File: config.mk
export PLATFORM = sky130hd
export DESIGN_NAME = pixel_window_shifter
export DESIGN_NICKNAME = d
export VERILOG_FILES = /design/src/rtl/pixel_window_shifter.sv
export SDC_FILE = /design/constraint.sdc
export NUM_CORES = 1
export LEC_CHECK = 0
export CORE_MARGIN = 2
export CORE_UTILIZATION = 59
export CTS_CLUSTER_SIZE = 30
export DETAILED_ROUTE_END_ITERATION = 10
export PLACE_DENSITY = 0.81
export SLEW_MARGIN = 40
export SYNTH_ARGS = -nofsm -noshare
export SYNTH_HDL_FRONTEND = slang
export SYNTH_SLANG_ARGS = --single-unit
File: constraint.sdc
create_clock -name clk_i -period 6.2 [get_ports clk_i]
set_clock_uncertainty 0.2 [all_clocks]
set_input_delay 1.55 -clock clk_i [delete_from_list [all_inputs] [get_ports clk_i]]
set_output_delay 1.55 -clock clk_i [all_outputs]
set_load 0.05 [all_outputs]
File: src/rtl/pixel_window_shifter.sv
// Sliding window of WIN_PIX pixels fed from a word FIFO through a two-word pixel staging buffer.
// Latency: an accepted word reaches staging two edges after acceptance; an accepted step is visible next cycle.
// Backpressure: in_ready_o is low while the FIFO is full; step_ack_o stays low until staging holds k pixels.
module pixel_window_shifter #(
  parameter int PIX_W      = 8,
  parameter int WIN_PIX    = 16,
  parameter int LANE_PIX   = 7,
  parameter int FIFO_DEPTH = 4,
  parameter int COLS       = 64
) (
  input  logic                         clk_i,
  input  logic                         rst_ni,
  input  logic                         in_valid_i,
  output logic                         in_ready_o,
  input  logic [LANE_PIX*PIX_W-1:0]    in_data_i,
  input  logic                         start_i,
  input  logic                         step_i,
  input  logic                         step2_i,
  output logic                         step_ack_o,
  output logic                         win_valid_o,
  output logic [WIN_PIX*PIX_W-1:0]     win_data_o,
  output logic                         row_end_o,
  output logic                         busy_o,
  output logic [$clog2(FIFO_DEPTH):0]  fifo_level_o
);

  localparam int LANE_W = LANE_PIX * PIX_W;
  localparam int WIN_W  = WIN_PIX * PIX_W;
  localparam int STG_W  = 2 * LANE_W;
  localparam int PTR_W  = $clog2(FIFO_DEPTH);
  localparam int LVL_W  = PTR_W + 1;
  localparam int STG_CW = $clog2(2 * LANE_PIX + 1);
  localparam int FILL_W = $clog2(WIN_PIX + 1);
  localparam int COL_W  = (COLS > 1) ? $clog2(COLS) : 1;

  typedef enum logic [1:0] {
    S_IDLE = 2'd0,
    S_FILL = 2'd1,
    S_RUN  = 2'd2
  } state_t;

  state_t state_q, state_d;

  // ------------------------------------------------------------------
  // Input word FIFO
  // ------------------------------------------------------------------
  logic [LANE_W-1:0] fifo_mem [FIFO_DEPTH];
  logic [PTR_W-1:0]  wr_ptr_q;
  logic [PTR_W-1:0]  rd_ptr_q;
  logic [LVL_W-1:0]  level_q;
  logic              fifo_full;
  logic              fifo_empty;
  logic              push;
  logic              pop;

  assign fifo_full  = (level_q == LVL_W'(FIFO_DEPTH));
  assign fifo_empty = (level_q == '0);
  // Full blocks a push even when a pop frees a slot in the same cycle.
  assign push       = in_valid_i && !fifo_full;

  assign in_ready_o   = !fifo_full;
  assign fifo_level_o = level_q;

  // FIFO storage: contents need no reset, the level alone says what is valid.
  always_ff @(posedge clk_i) begin
    if (push) begin
      fifo_mem[wr_ptr_q] <= in_data_i;
    end
  end

  // FIFO pointers and occupancy; pointers wrap naturally at the power-of-2 depth.
  always_ff @(posedge clk_i or negedge rst_ni) begin
    if (!rst_ni) begin
      wr_ptr_q <= '0;
      rd_ptr_q <= '0;
      level_q  <= '0;
    end else begin
      if (push) begin
        wr_ptr_q <= wr_ptr_q + 1'b1;
      end
      if (pop) begin
        rd_ptr_q <= rd_ptr_q + 1'b1;
      end
      case ({push, pop})
        2'b10:   level_q <= level_q + 1'b1;
        2'b01:   level_q <= level_q - 1'b1;
        default: level_q <= level_q;
      endcase
    end
  end

  // ------------------------------------------------------------------
  // Pixel staging buffer: oldest pixel in the LSBs
  // ------------------------------------------------------------------
  logic [STG_W-1:0]  stg_q, stg_d;
  logic [STG_CW-1:0] stg_cnt_q, stg_cnt_d;
  logic [1:0]        consume;

  // Refill only when a whole word fits, so the count never exceeds two words.
  assign pop = !fifo_empty && (stg_cnt_q <= STG_CW'(LANE_PIX));

  // Remove consumed pixels from the bottom, then append a popped word above the survivors.
  always_comb begin
    stg_d     = stg_q >> (int'(consume) * PIX_W);
    stg_cnt_d = stg_cnt_q - STG_CW'(consume);
    if (pop) begin
      stg_d     = stg_d | ({{LANE_W{1'b0}}, fifo_mem[rd_ptr_q]} << (int'(stg_cnt_d) * PIX_W));
      stg_cnt_d = stg_cnt_d + STG_CW'(LANE_PIX);
    end
  end

  // Staging register and pixel count.
  always_ff @(posedge clk_i or negedge rst_ni) begin
    if (!rst_ni) begin
      stg_q     <= '0;
      stg_cnt_q <= '0;
    end else begin
      stg_q     <= stg_d;
      stg_cnt_q <= stg_cnt_d;
    end
  end

  // ------------------------------------------------------------------
  // Control FSM
  // ------------------------------------------------------------------
  logic [FILL_W-1:0] fill_cnt_q;
  logic [COL_W-1:0]  col_cnt_q;
  logic [1:0]        step_k;
  logic              clear_win;
  logic              row_done;

  assign step_k = step2_i ? 2'd2 : 2'd1;

  // State register.
  always_ff @(posedge clk_i or negedge rst_ni) begin
    if (!rst_ni) begin
      state_q <= S_IDLE;
    end else begin
      state_q <= state_d;
    end
  end

  // Next state, step handshake and how many staged pixels enter the window this cycle.
  always_comb begin
    state_d    = state_q;
    step_ack_o = 1'b0;
    consume    = 2'd0;
    clear_win  = 1'b0;
    row_done   = 1'b0;
    case (state_q)
      S_IDLE: begin
        if (start_i) begin
          state_d   = S_FILL;
          clear_win = 1'b1;
        end
      end
      S_FILL: begin
        if (start_i) begin
          clear_win = 1'b1;
        end else if (stg_cnt_q != '0) begin
          consume = 2'd1;
          if (fill_cnt_q == FILL_W'(WIN_PIX - 1)) begin
            state_d = S_RUN;
          end
        end
      end
      S_RUN: begin
        // A restart outranks any pending step.
        if (start_i) begin
          state_d   = S_FILL;
          clear_win = 1'b1;
        end else if (step_i && (stg_cnt_q >= STG_CW'(step_k))) begin
          step_ack_o = 1'b1;
          consume    = step_k;
          if (col_cnt_q == COL_W'(COLS - 1)) begin
            row_done = 1'b1;
            state_d  = S_IDLE;
          end
        end
      end
      default: begin
        state_d = S_IDLE;
      end
    endcase
  end

  assign win_valid_o = (state_q == S_RUN);
  assign busy_o      = (state_q == S_FILL) || (state_q == S_RUN);

  // ------------------------------------------------------------------
  // Window datapath
  // ------------------------------------------------------------------
  logic [WIN_W-1:0] win_q;
  logic [WIN_W-1:0] win_shift;

  // Window shifted right by the consumed pixels, the next staged pixels entering at the MSB end.
  always_comb begin
    win_shift = win_q;
    case (consume)
      2'd1: win_shift = (win_q >> PIX_W)
                      | ({{(WIN_W - PIX_W){1'b0}}, stg_q[PIX_W-1:0]} << (WIN_W - PIX_W));
      2'd2: win_shift = (win_q >> (2 * PIX_W))
                      | ({{(WIN_W - 2 * PIX_W){1'b0}}, stg_q[2*PIX_W-1:0]} << (WIN_W - 2 * PIX_W));
      default: win_shift = win_q;
    endcase
  end

  // Window register: cleared by a (re)start, otherwise updated whenever pixels are consumed.
  always_ff @(posedge clk_i or negedge rst_ni) begin
    if (!rst_ni) begin
      win_q <= '0;
    end else if (clear_win) begin
      win_q <= '0;
    end else if (consume != 2'd0) begin
      win_q <= win_shift;
    end
  end

  // Fill and column counters; the column counter returns to zero on the last step of a row.
  always_ff @(posedge clk_i or negedge rst_ni) begin
    if (!rst_ni) begin
      fill_cnt_q <= '0;
      col_cnt_q  <= '0;
    end else if (clear_win) begin
      fill_cnt_q <= '0;
      col_cnt_q  <= '0;
    end else begin
      if ((state_q == S_FILL) && (consume != 2'd0)) begin
        fill_cnt_q <= fill_cnt_q + 1'b1;
      end
      if (step_ack_o) begin
        col_cnt_q <= row_done ? '0 : col_cnt_q + 1'b1;
      end
    end
  end

  // Row-end pulse follows the final accepted step of a row by one cycle.
  always_ff @(posedge clk_i or negedge rst_ni) begin
    if (!rst_ni) begin
      row_end_o <= 1'b0;
    end else begin
      row_end_o <= row_done;
    end
  end

  assign win_data_o = win_q;

endmodule

==> Word-level counts from Yosys, hierarchy flattened <==
Memory sizes are Yosys's and may differ from the RTL's.
Index checks and enable logic that the tools add are counted.
{ "totals": {"wordCells": 96, "reg_bits": 265, "mem_count": 1, "mem_bits_rw": 224, "in_bits": 62, "out_inout_bits": 136} }
{ "classes": {"n_eq_ne": 15, "n_reduce_logical": 19, "muxes": 36, "add_sub_neg": 8, "n_lt_le_gt_ge": 2, "shift": 2, "bitwise_logic": 3} }
{ "mem_list": {"columns": ["memory", "words", "width", "read_ports", "rd_ports_with_merged_regs", "write_ports", "line_no", "source"], "rows": [
  ["fifo_mem", 4, 56, 1, 0, 1, "47", "logic [LANE_W-1:0] fifo_mem [FIFO_DEPTH];"]
]} }
{ "ops": {"columns": ["op", "n"], "rows": [
  ["128-bit two-way mux", 2],
  ["128-bit case mux with 2 select lines", 1],
  ["112-bit by 128-bit OR with 128-bit output", 1],
  ["120-bit by 128-bit OR with 128-bit output", 1],
  ["112-bit two-way mux", 1],
  ["112-bit OR", 1],
  ["56-bit by 7-bit left shift with 112-bit output", 1],
  ["112-bit by 5-bit right shift with 112-bit output", 1],
  ["2-bit two-way mux", 10],
  ["6-bit two-way mux", 3],
  ["1-bit two-way mux", 13],
  ["5-bit two-way mux", 2],
  ["2-bit nonzero test", 5],
  ["2-bit != test, second input constant", 4],
  ["6-bit by 1-bit adder with 6-bit output, second input constant", 1],
  ["2-bit by 1-bit == test with 1-bit output, second input constant", 3],
  ["2-bit == test, second input constant", 3],
  ["6-bit == test, second input constant", 1],
  ["3-bit by 2-bit != test with 1-bit output, second input constant", 2],
  ["2-bit case mux with 3 select lines", 1],
  ["3-bit case mux with 2 select lines", 1],
  ["6-bit AND reduction", 1],
  ["5-bit by 1-bit adder with 5-bit output, second input constant", 1],
  ["5-bit by 4-bit == test with 1-bit output, second input constant", 1],
  ["other kinds (19)", 24]
]} }

==> Logic depth before layout (Yosys ltp) <==
Gate-level depths: netlist of the first run.
{ "depth": {"word_depth": 10, "mapped_depth": 22, "depth_no_buf": 15} }

==> Least setup slack after synthesis of the first run <==
No wires, ideal clock.
{ "synth_path": {"path_kind": "in2reg", "start": "in step2_i", "end": "reg stg_q[72]", "arrival_time_ns": 5.460, "required_ns": 5.874, "stages": 18, "n_path_buf": 5, "setup_ns": 0.126, "slack_ns": 0.414, "cell_sequence": "inv_1 > ha_1 > nand2b_1 > a2111oi_4 > or3_1 > nor2_1 > inv_2 > clkbuf_1 > clkbuf_1 > ha_1 > clkbuf_1 > inv_1 > clkbuf_1 > nand2_1 > clkbuf_1 > o22ai_1 > or3_1 > a221o_1"} }
{ "synth_via": {"elab_chain_len": 10, "word_cells_on_any_way": 11, "cone_classes": "add/sub: 1; order compare: 1; shift: 2; mux: 5; bitwise: 1; reduce/logical: 1"} }
{ "synth_lines": {"columns": ["element", "line_no", "source"], "rows": [
  ["start, declared", "18", "input logic step2_i,"],
  ["2-bit two-way mux *", "132", "assign step_k = step2_i ? 2'd2 : 2'd1;"],
  ["4-bit by 2-bit greater-or-equal comparator with 1-bit output", "172", "end else if (step_i && (stg_cnt_q >= STG_CW'(step_k))) begin"],
  ["1-bit logical AND", "172", null],
  ["2-bit two-way mux *", "172", null],
  ["2-bit two-way mux *", "169", "if (start_i) begin"],
  ["2-bit case mux with 2 select lines *", "150", "case (state_q)"],
  ["4-bit by 2-bit subtractor with 4-bit output", "105", "stg_cnt_d = stg_cnt_q - STG_CW'(consume);"],
  ["56-bit by 7-bit left shift with 112-bit output", "107", "stg_d = stg_d | ({{LANE_W{1'b0}}, fifo_mem[rd_ptr_q]} << (int'(stg_cnt_d) * PIX_W));"],
  ["112-bit OR", "107", null],
  ["112-bit two-way mux *", "106", "if (pop) begin"],
  ["via stg_d[72]", "95", "logic [STG_W-1:0] stg_q, stg_d;"],
  ["end signal, assigned", "118", "stg_q <= stg_d;"],
  ["end, declared", "95", null]
]} }
The timed path passes the listed nets; every way through them passes the cells marked *.
A chain may end at the register's enable or synchronous reset.

==> Worst setup path after layout of the first run <==
{ "layout_path": {"start": "in step2_i", "end": "out step_ack_o"} }
{ "layout_via": {"elab_chain_len": 6} }
{ "layout_lines": {"columns": ["element", "line_no", "source"], "rows": [
  ["2-bit two-way mux", "132", null],
  ["4-bit by 2-bit greater-or-equal comparator with 1-bit output", "172", null],
  ["1-bit logical AND", "172", null],
  ["1-bit two-way mux", "172", null],
  ["1-bit two-way mux", "169", null],
  ["1-bit two-way mux", "150", null],
  ["end, declared", "19", "output logic step_ack_o,"]
]} }
Every way passes these cells.

==> flow_summary.yaml, run 1 <==
timing:
  period_minus_slack_ns: 5.84
  fmaxAchievable_mhz: 171
  slew_headroom_pct: 42.6
  finalSetupViolCount: 0
  rsz0062_at_grt: "false"
  setup_tns_ns: 0
  hold_viol_final: 0
  tightest_slew_ns: 0.858
  slew_viol_final: 0
  fin_crit_sh_pct: 94.2
  postLayoutSetupSlackWorst_ns: 0.361
global_route:
  busiest_layer: "met2"
  grt_use_total_pct: 32.0
  grt-ovfl-total: 0
  grt_pass1_wl_mm: 105
  grt.met2_usage_pct: 50.2
  antenna_found_initial: 0
  grt_start_max_net_pins: 157
  grt_pass1_vias: 17600
  use_met1_pct: 46.5
  met3_usage_pct: 5.53
route:
  drt-initial-drc-count: 2381
  drt_first_pass_iters: 6
  routedWlPerCell_um: 24.0
  drc: 0
  drt_wl_total_mm: 67.5
  drtAntennaViolNets: 0
  viasPerCell: 6.62
  vias: 18600
clock_network:
  postCtsResizedCells: 0
  clockRootBuffer: "clkbuf_16"
  cts.hold.buffers_added: 0
  clock_sinks: 489
  cts_setup_buffers: 0
  cts_buffers: 49
  h-tree-depth: 2
  path_clk_slew_ns: 0.06
  clkLatencyLatePin_ns: 0.61
  clock_path_buffers: 3
  cts_tree: "built"
synth:
  synth_edf_count: 224
  synth-main-ff-cell: "dfrtp_1"
  ys_types: 69
  synth_area_sq_um: 24100
  syn_avg_cell_area_sq_um: 11.4
  synth_nets: 2200
  yosysSeqAreaShare_pct: 55.4
  async_flop_share_pct: 54.2
  ys_ff_latch: 489
  yosysWarnings: 0
  syn_inst: 2121
power_and_ir_drop:
  irDropWorstVdd_uv: 394
  powerDensity_nw_per_um2: 467
  leakage_uw: 0.0114
  total_power_uw: 13200
critical_path:
  critPathLaunchType: "input port"
  crit_type: "in -> out"
  crit_path_max_fanout: 8
  critPathCaptureType: "primary output"
  required_ns: 4.45
  cp.arrival_ns: 4.09
placement:
  hpwl_mm: 44.2
  port_buffers: 197
  dp_slack_ns: 0.151
  place_congestion: 0.950
  placedCellCount: 2727
  placed_cell_area_sq_um: 26600
outcome:
  status: "finished, final reports clean"
die:
  io_pins: 198
  fp.dieW_um: 206
  die-area_sq_um: 42500
  start_util_pct: 59.4
  die_h_um: 206
  rows: 74
  core_sq_um: 40600
finish:
  final_area_sq_um: 28300
  drive_gt1_share_pct: 11.2
  fin_cells: 2818
  area_growth_pct: 17.3
  antenna_cells: 0
  final_nets: 2325
  nFillCells: 2826
run:
  maxCapViolations: 0
hold_path:
  hold_path.class: "reg -> reg"
[registers in the layout (all words and copies together) (netlist names), 3 cells and up]
register      count
stg_cnt_q         4
win_data_o      128
fifo_mem        224
stg_q           112
fifo_level_o      3
fill_cnt_q        5
col_cnt_q         6
[placed cells by master, fill, tap and decap left out, types with 15 or more instances in the layout]
master           netlist  routed
a31oi_1              128     128
clkbuf_16              0      50
mux2i_1              153     152
o221ai_1              20      20
a221o_1               53      53
mux4_2                66      66
a221oi_1              19      19
edfxtp_1             224     224
buf_4                  9      34
o21ai_0               41      40
dfrtp_1              265     263
nand3_1              152     152
inv_1                 19      19
ha_1                  16      16
or3_1                 15      15
nor2_1               261     260
a21oi_1               51      51
mux2_2                34      34
o22ai_1               30      30
nand2_1              259     258
clkdlybuf4s50_1        0     195
[final timing paths]
path                                   start         endpoint  slack [ns]  depth (start not counted)
worst max-delay path                 step2_i       step_ack_o        0.36                          8
worst min-delay path               stg_q[16]         stg_q[8]        0.32                          2
worst max register to register  stg_cnt_q[0]        stg_q[43]        2.00                         13
worst min register to register     stg_q[16]         stg_q[8]        0.32                          2
max in group asynchronous             rst_ni  win_data_o[123]        3.79                          3
min in group asynchronous             rst_ni   win_data_o[42]        0.64                          1
[critical path: stages]
cell	delay (ns)
clkdlybuf4s50_1	0.58
inv_1	0.15
ha_1	0.31
nand2b_1	0.18
a2111oi_4	0.36
or3_1	0.32
clkinv_1	0.33
buf_4	0.30
[cell families after synthesis]
| kind of cell | share of synthesized area [%] |
|---|---|
| AO/OA/AOI/OAI | 12.6 |
| XOR/XNOR | 0.540 |
| adder cells (fa/ha/maj) | 0.914 |
| buffers and inverters | 3.56 |
| flip-flops | 55.4 |
| multiplexers | 14.2 |
| AND/OR/NAND/NOR | 12.8 |
[synthesized netlist by cell type (15+ instances only)]
cell type	count	area share (%)
a221o_1	53	2.2
a21oi_1	51	1.1
nand2_1	259	4.0
a221oi_1	19	0.69
or3_1	15	0.39
mux2i_1	153	6.4
clkbuf_1	107	1.7
o221ai_1	20	0.73
nand3_1	152	3.2
o22ai_1	30	0.78
o21ai_0	41	0.85
buf_2	31	0.64
a31oi_1	128	3.3
ha_1	16	0.83
dfrtp_1	265	28
inv_1	19	0.30
buf_1	17	0.26
mux2_2	34	1.6
edfxtp_1	224	28
nor2_1	261	4.1
mux4_2	66	6.2
[routing by layer]
| metal | part of all wire, % | vias up |
|---|---|---|
| met5 | 0 | - |
| met4 | 2.8 | 0 |
| met3 | 8.6 | 135 |
| met2 | 47 | 1039 |
| met1 | 41 | 9242 |
| li1 | - | 8229 |
[cell type report]
type,count,area [sq um],area share [%]
multi-input combinational,1439,9980,35.3
sequential,489,13400,47.3
inverter,21,78.8,0.279
timing repair buffer,246,2530,8.96
clock buffer,65,1340,4.73
tap,532,666,2.36
clock inverter,26,310,1.10
[per-stage QoR]
stage	hold slack [ns]	utilization, %
3_3_place_gp	0.287	65.3
5_1_grt	0.346	69.7
2_1_floorplan	0.269	-
4_1_cts	0.319	69.7
6_report	0.319	69.7
3_5_place_dp	0.304	65.6
[power breakdown]
part	switching, uW	internal, uW	total [uW]
clock	1280	1780	3060
sequential	420	4120	4540
combinational	3510	2100	5610
total	5210	8000	13200
No activity file was read; power rests on OpenSTA's default activity.
==> run 2, diff against run 1 <==
--- a/config.mk
+++ b/config.mk
@@ -5,11 +5,13 @@
 export SDC_FILE = /design/constraint.sdc
 export NUM_CORES = 1
 export LEC_CHECK = 0
+export ABC_AREA = 1
 export CORE_MARGIN = 2
 export CORE_UTILIZATION = 59
 export CTS_CLUSTER_SIZE = 30
 export DETAILED_ROUTE_END_ITERATION = 10
 export PLACE_DENSITY = 0.81
+export REMOVE_ABC_BUFFERS = 1
 export SLEW_MARGIN = 40
 export SYNTH_ARGS = -nofsm -noshare
 export SYNTH_HDL_FRONTEND = slang
==> run 2 against run 1 <==
Against the previous run: core utilization shrank 0.41 points; combinational power up 24%; design area is 0.36% lower; synthesized area grew 0.29%; power is 12% higher; worst hold slack worse by 0.024 ns; register-to-register slack improved by 0.44 ns; flip-flop and latch count unchanged; global-route usage fell by 2.8 points; maximum frequency up 8.0%; first-iteration DRC count is 5.7% higher; count of clock-buffer cells in the layout is 1 lower; highest routed layer unchanged.
==> flow_summary.yaml, run 2 <==
timing:
  setup_tns_ns: 0
  tightest_slew_ns: 0.861
  timing.hold.ws_ns: 0.295
  fin_crit_sh_pct: 87.2
  finalSetupViolCount: 0
  fmaxAchievable_mhz: 185
  period_minus_slack_ns: 5.40
  rsz0062_at_grt: "false"
  slew_headroom_pct: 42.4
  hold_viol_final: 0
  slew_viol_final: 0
  postLayoutSetupSlackWorst_ns: 0.796
route:
  vias: 20100
  wl_met2_mm: 29.6
  routedWlPerCell_um: 18.6
  wl_met3_mm: 5.18
  highest_layer: "met4"
  drt_wl_total_mm: 62.1
  drc: 0
  met1_length_mm: 26.1
  drtAntennaViolNets: 0
  viasPerCell: 6.01
  drt-initial-drc-count: 2516
  drt_first_pass_iters: 6
critical_path:
  crit_path_max_fanout: 4
  reg2reg_from: "stg_cnt_q[3]"
  critPathLaunchType: "input port"
  crit_slowest_cell: "clkdlybuf4s50_1"
  worst_path_largest_cell_delay_ns: 0.81
  path_buf_inv: 4
  required_ns: 4.45
  cp.arrival_ns: 3.65
  path_cells: "clkdlybuf4s50_1 > inv_1 > ha_1 > inv_1 > nand2_1 > nand2_1 > nand2_1 > nand2_2 > nor2_4 > clkdlybuf4s50_1"
  crit_path_start: "step2_i"
  critPathCaptureType: "primary output"
  cp_top_family: "buffers and inverters"
  crit_type: "in -> out"
  crit_path_frequent_cell: "nand2_1"
placement:
  placed_cell_area_sq_um: 26300
  place_congestion: 0.874
  hpwl_mm: 39.1
  port_buffers: 197
  dp_slack_ns: 0.782
die:
  io_pins: 198
  die_h_um: 206
  start_util_pct: 59.5
  core_sq_um: 40600
  die-area_sq_um: 42600
  fp.dieW_um: 206
  rows: 74
finish:
  largest_register: "fifo_mem"
  largest_reg_flops: 224
  final_area_sq_um: 28200
  antenna_cells: 0
  drive_gt1_share_pct: 7.30
  final_nets: 2847
  final_common_cell: "nand2_1"
  final_cell_mix: "nand2_1 (655), nand3_1 (330), dfrtp_1 (264)"
  area_growth_pct: 16.5
power_and_ir_drop:
  powerDensity_nw_per_um2: 524
  leakage_uw: 0.0120
  total_power_uw: 14800
  irDropWorstVdd_uv: 335
synth:
  yosysWarnings: 0
  yosysSeqAreaShare_pct: 55.3
  ys_types: 47
  synth-main-ff-cell: "dfrtp_1"
  async_flop_share_pct: 54.2
  yosysMostFrequentCell: "nand2_1"
  synth_common_cells: "nand2_1 (659), nand3_1 (330), dfrtp_1 (265)"
  ys_top_cells_by_area: "edfxtp_1 (28%), dfrtp_1 (27%), nand2_1 (10%), nand3_1 (6.8%), nor2_1 (3.9%)"
  ys_ff_latch: 489
  synth_edf_count: 224
  synth_top_area_share_pct: 27.8
  syn_inst: 2670
  synth_top_cell_by_area: "edfxtp_1"
  synth_area_sq_um: 24200
  syn_avg_cell_area_sq_um: 9.05
clock_network:
  clkLatencyLatePin_ns: 0.61
  cts_tree: "built"
  cts_buffers: 51
  h-tree-depth: 2
  postCtsResizedCells: 0
  clock_path_buffers: 3
  cts.hold.buffers_added: 0
  clock_sinks: 489
  path_clk_slew_ns: 0.06
  clockRootBuffer: "clkbuf_16"
  cts_setup_buffers: 0
global_route:
  grt_pass1_wl_mm: 99.2
  grt-ovfl-total: 0
  grt_start_max_net_pins: 142
  grt_pass1_vias: 18800
  antenna_found_initial: 0
  grt_use_total_pct: 29.3
hold_path:
  hp-start: "stg_q[20]"
  hold_path.class: "reg -> reg"
run:
  maxCapViolations: 0
outcome:
  status: "finished, final reports clean"
[run 2: cell count changes after synthesis, sizes merged, moves of 50 or more]
| cell | previous run | this run |
|---|---|---|
| o21ai | 46 | 161 |
| mux4 | 66 | 0 |
| or2 | 1 | 51 |
| a31oi | 128 | 3 |
| inv | 20 | 116 |
| o31ai | 4 | 82 |
| a221o | 53 | 0 |
| nand3 | 152 | 331 |
| nand2 | 259 | 664 |
| mux2i | 153 | 66 |
[run 2: logic make-up after synthesis]
group / after synthesis / synth area share, %
mux: 66 / 2.73
buf+inv: 308 / 5.55
xor+xnor: 6 / 0.217
flops: 489 / 55.3
simple gates: 1320 / 23.1
fa+ha+maj: 17 / 0.911
compound gates: 464 / 12.3
[run 2: stage by stage]
| stage | utilization [%] | instances |
|---|---|---|
| floorplan | - | 2479 |
| global placement | 64.7 | 3245 |
| detailed placement | 64.8 | 3245 |
| CTS | 69.1 | 3340 |
| global route | 69.3 | 3342 |
| finish | 69.3 | 3342 |
[run 2: final timing paths]
kind,end,slack [ns],cells after the start
max,step_ack_o,0.80,10
min in group asynchronous,win_data_o[7],0.60,1
max in group asynchronous,win_data_o[4],3.79,3
min reg2reg,stg_q[12],0.30,2
min,stg_q[12],0.30,2
max reg2reg,win_data_o[109],2.44,14
[run 2: metal layers]
metal / track usage [%] / vias up
met2: 47.3 / 922
met4: 9.16 / 0
met1: 40.7 / 9628
met3: 4.82 / 100
li1: - / 9443
met5: 0 / -
[run 2: area by class of cell]
cell class,instances,area [sq um]
clock buffers,64,1400
flip-flops and latches,489,13400
repair buffers,236,2370
well taps,532,666
inverters,117,450
fillers,3069,12500
clock inverters,31,384
multi-input cells,1873,9540
[run 2: worst min-delay path, delay by kind of cell (launching register included)]
kind / cells / cell delay [ns]
AO/OA/AOI/OAI: 1 / 0.07
flip-flops: 1 / 0.34
AND/OR/NAND/NOR: 1 / 0.06
[run 2: where the power goes]
part / internal (uW) / leakage, uW / switching (uW)
registers: 4140 / 0.00529 / 406
logic: 2120 / 0.00580 / 4860
clock network: 1940 / 0.000882 / 1300
total: 8190 / 0.0120 / 6570
==> run 3, diff against run 2 <==
--- a/config.mk
+++ b/config.mk
@@ -7,10 +7,10 @@
 export LEC_CHECK = 0
 export ABC_AREA = 1
 export CORE_MARGIN = 2
-export CORE_UTILIZATION = 59
+export CORE_UTILIZATION = 53
 export CTS_CLUSTER_SIZE = 30
 export DETAILED_ROUTE_END_ITERATION = 10
-export PLACE_DENSITY = 0.81
+export PLACE_DENSITY = 0.77
 export REMOVE_ABC_BUFFERS = 1
 export SLEW_MARGIN = 40
 export SYNTH_ARGS = -nofsm -noshare
==> constraint.sdc (replaced) <==
create_clock -name clk_i -period 4.45 [get_ports clk_i]
set_clock_uncertainty 0.2 [all_clocks]
set_input_delay 1.1125 -clock clk_i [delete_from_list [all_inputs] [get_ports clk_i]]
set_output_delay 1.1125 -clock clk_i [all_outputs]
set_load 0.05 [all_outputs]
==> run 3 against run 2 <==
Against the previous run: power is 43% higher; clock power is 38% higher; via count is 0.58% higher; register-to-register slack worse by 1.2 ns; critical path depth is 1 higher; setup slack worse by 0.35 ns; core utilization is 5.7 points lower; global-route usage is 2.2 points lower; sequential power is 39% higher; worst hold slack worse by 0.12 ns; design area is 2.0% higher; flip-flop and latch count stayed put; highest routed layer unchanged.
==> flow_summary.yaml, run 3 (synthesized netlist as in run 2, its figures left out) <==
route:
  drtAntennaViolNets: 0
  drt-initial-drc-count: 2307
  vias: 20200
  drc: 0
  viasPerCell: 5.87
  drt_wl_total_mm: 64.4
  drt_first_pass_iters: 6
  routedWlPerCell_um: 18.7
global_route:
  antenna_found_initial: 0
  grt_start_max_net_pins: 137
  grt.met2_usage_pct: 42.4
  met3_usage_pct: 3.77
  grt_use_total_pct: 27.0
  grt_pass1_vias: 18800
  busiest_layer: "met2"
  grt_pass1_wl_mm: 103
  grt-ovfl-total: 0
  use_met1_pct: 39.4
timing:
  postLayoutSetupSlackWorst_ns: 0.447
  finalSetupViolCount: 0
  period_minus_slack_ns: 4.00
  rsz0062_at_grt: "false"
  hold_viol_final: 0
  fin_crit_sh_pct: 90.0
  slew_headroom_pct: 52.0
  fmaxAchievable_mhz: 250
  slew_viol_final: 0
  tightest_slew_ns: 0.719
hold_path:
  hold_path.class: "in -> async"
run:
  maxCapViolations: 0
critical_path:
  r2r_cells: 9
  cp.arrival_ns: 2.69
  crit_path_max_fanout: 3
  crit_path_frequent_cell: "nand2_1"
  critPathCaptureType: "primary output"
  critPathLaunchType: "input port"
  required_ns: 3.14
  cp_top_family: "buffers and inverters"
  reg2reg_from: "rd_ptr_q[0]"
  path_cells: "clkdlybuf4s50_1 > inv_1 > ha_1 > inv_1 > nand2_1 > nand2_1 > nand2_1 > nand2_2 > nor2_4 > buf_4 > buf_12"
  path_buf_inv: 5
  regToRegSetupSlack_ns: 1.24
  worst_path_largest_cell_delay_ns: 0.50
  crit_type: "in -> out"
  crit_slowest_cell: "clkdlybuf4s50_1"
  r2r_end: "stg_q[28]"
finish:
  largest_reg_flops: 224
  final_nets: 2878
  fin_cells: 3443
  area_growth_pct: 18.8
  drive_gt1_share_pct: 8.27
  final_cell_mix: "nand2_1 (657), nand3_1 (330), dfrtp_1 (264)"
  final_common_cell: "nand2_1"
  nFillCells: 3659
  final-seq-area_sq_um: 13400
  largest_register: "fifo_mem"
  antenna_cells: 0
  multi_input_area_sq_um: 9530
power_and_ir_drop:
  irDropWorstVdd_uv: 446
  combPwrFrac_pct: 49.0
  intPower_uw: 11800
  leakage_uw: 0.0122
  power_frac_seq_pct: 29.9
  p_clk_share_pct: 21.1
  total_power_uw: 21100
  switching_share_pct: 44.3
  p_sw_uw: 9350
  powerDensity_nw_per_um2: 736
clock_network:
  h-tree-depth: 2
  cts.hold.buffers_added: 0
  clock_path_buffers: 3
  clockRootBuffer: "clkbuf_16"
  clkLatencyLatePin_ns: 0.61
  path_clk_slew_ns: 0.06
  clock_sinks: 489
  cts_setup_buffers: 0
  cts_buffers: 52
  cts_tree: "built"
  postCtsResizedCells: 0
outcome:
  status: "finished, final reports clean"
placement:
  port_buffers: 197
  dp_slack_ns: 0.171
  hpwl_mm: 40.9
  placedCellCount: 3344
  place_congestion: 0.897
die:
  die-area_sq_um: 47300
  core_sq_um: 45200
  rows: 78
  fp.dieW_um: 218
  start_util_pct: 53.5
  die_h_um: 218
  io_pins: 198
-- run 3: cell count changes in the layout (fill, tap and decap cells not counted), sizes merged --
cell	change
buf	+31
clkdlybuf4s50	-1
inv	+3
bufinv	-2
clkinv	-1
clkbuf	+3
-- run 3: cell type report --
class	count	share of cell area, %
Timing Repair Buffer	266	9.97
Clock buffer	67	5.01
Clock inverter	31	1.13
Inverter	117	1.57
Multi-Input combinational cell	1873	33.2
Tap cell	600	2.61
Sequential cell	489	46.5
-- run 3: worst max-delay path by stage --
stage | to | start | depth (start not counted)
floorplan | win_data_o[100] | step2_i | 16
global placement | stg_q[34] | step2_i | 20
detailed placement | stg_q[34] | step2_i | 20
CTS | step_ack_o | step2_i | 11
global route | step_ack_o | step2_i | 11
finish | step_ack_o | step2_i | 11
-- run 3: power by group through the flow --
stage	Sequential [uW]	Clock [uW]	Combinational (uW)
finish	6310	4460	10400
global route	6400	4710	11400
CTS	6310	4530	10200
detailed placement	6390	0	10200
global placement	6340	0	9990
floorplan	6630	0	6290
-- run 3: stage by stage --
stage | hold slack (ns) | area (sq um) | util [%] | TNS [ns]
4_1_cts | 0.298 | 28700 | 63.5 | 0
3_5_place_dp | 0.283 | 26900 | 59.6 | 0
6_report | 0.172 | 28700 | 63.6 | 0
2_1_floorplan | 0.259 | 23300 | - | -742.22
3_3_place_gp | 0.269 | 26900 | 59.6 | 0
5_1_grt | 0.173 | 28700 | 63.6 | 0
-- run 3: metal layers --
| metal | routed length, um | up-vias | part of all wire, % |
|---|---|---|---|
| met1 | 27900 | 9737 | 43 |
| met2 | 29500 | 861 | 46 |
| met3 | 5510 | 102 | 8.6 |
| met4 | 1460 | 0 | 2.3 |
| li1 | - | 9510 | - |
| met5 | 0 | - | 0 |
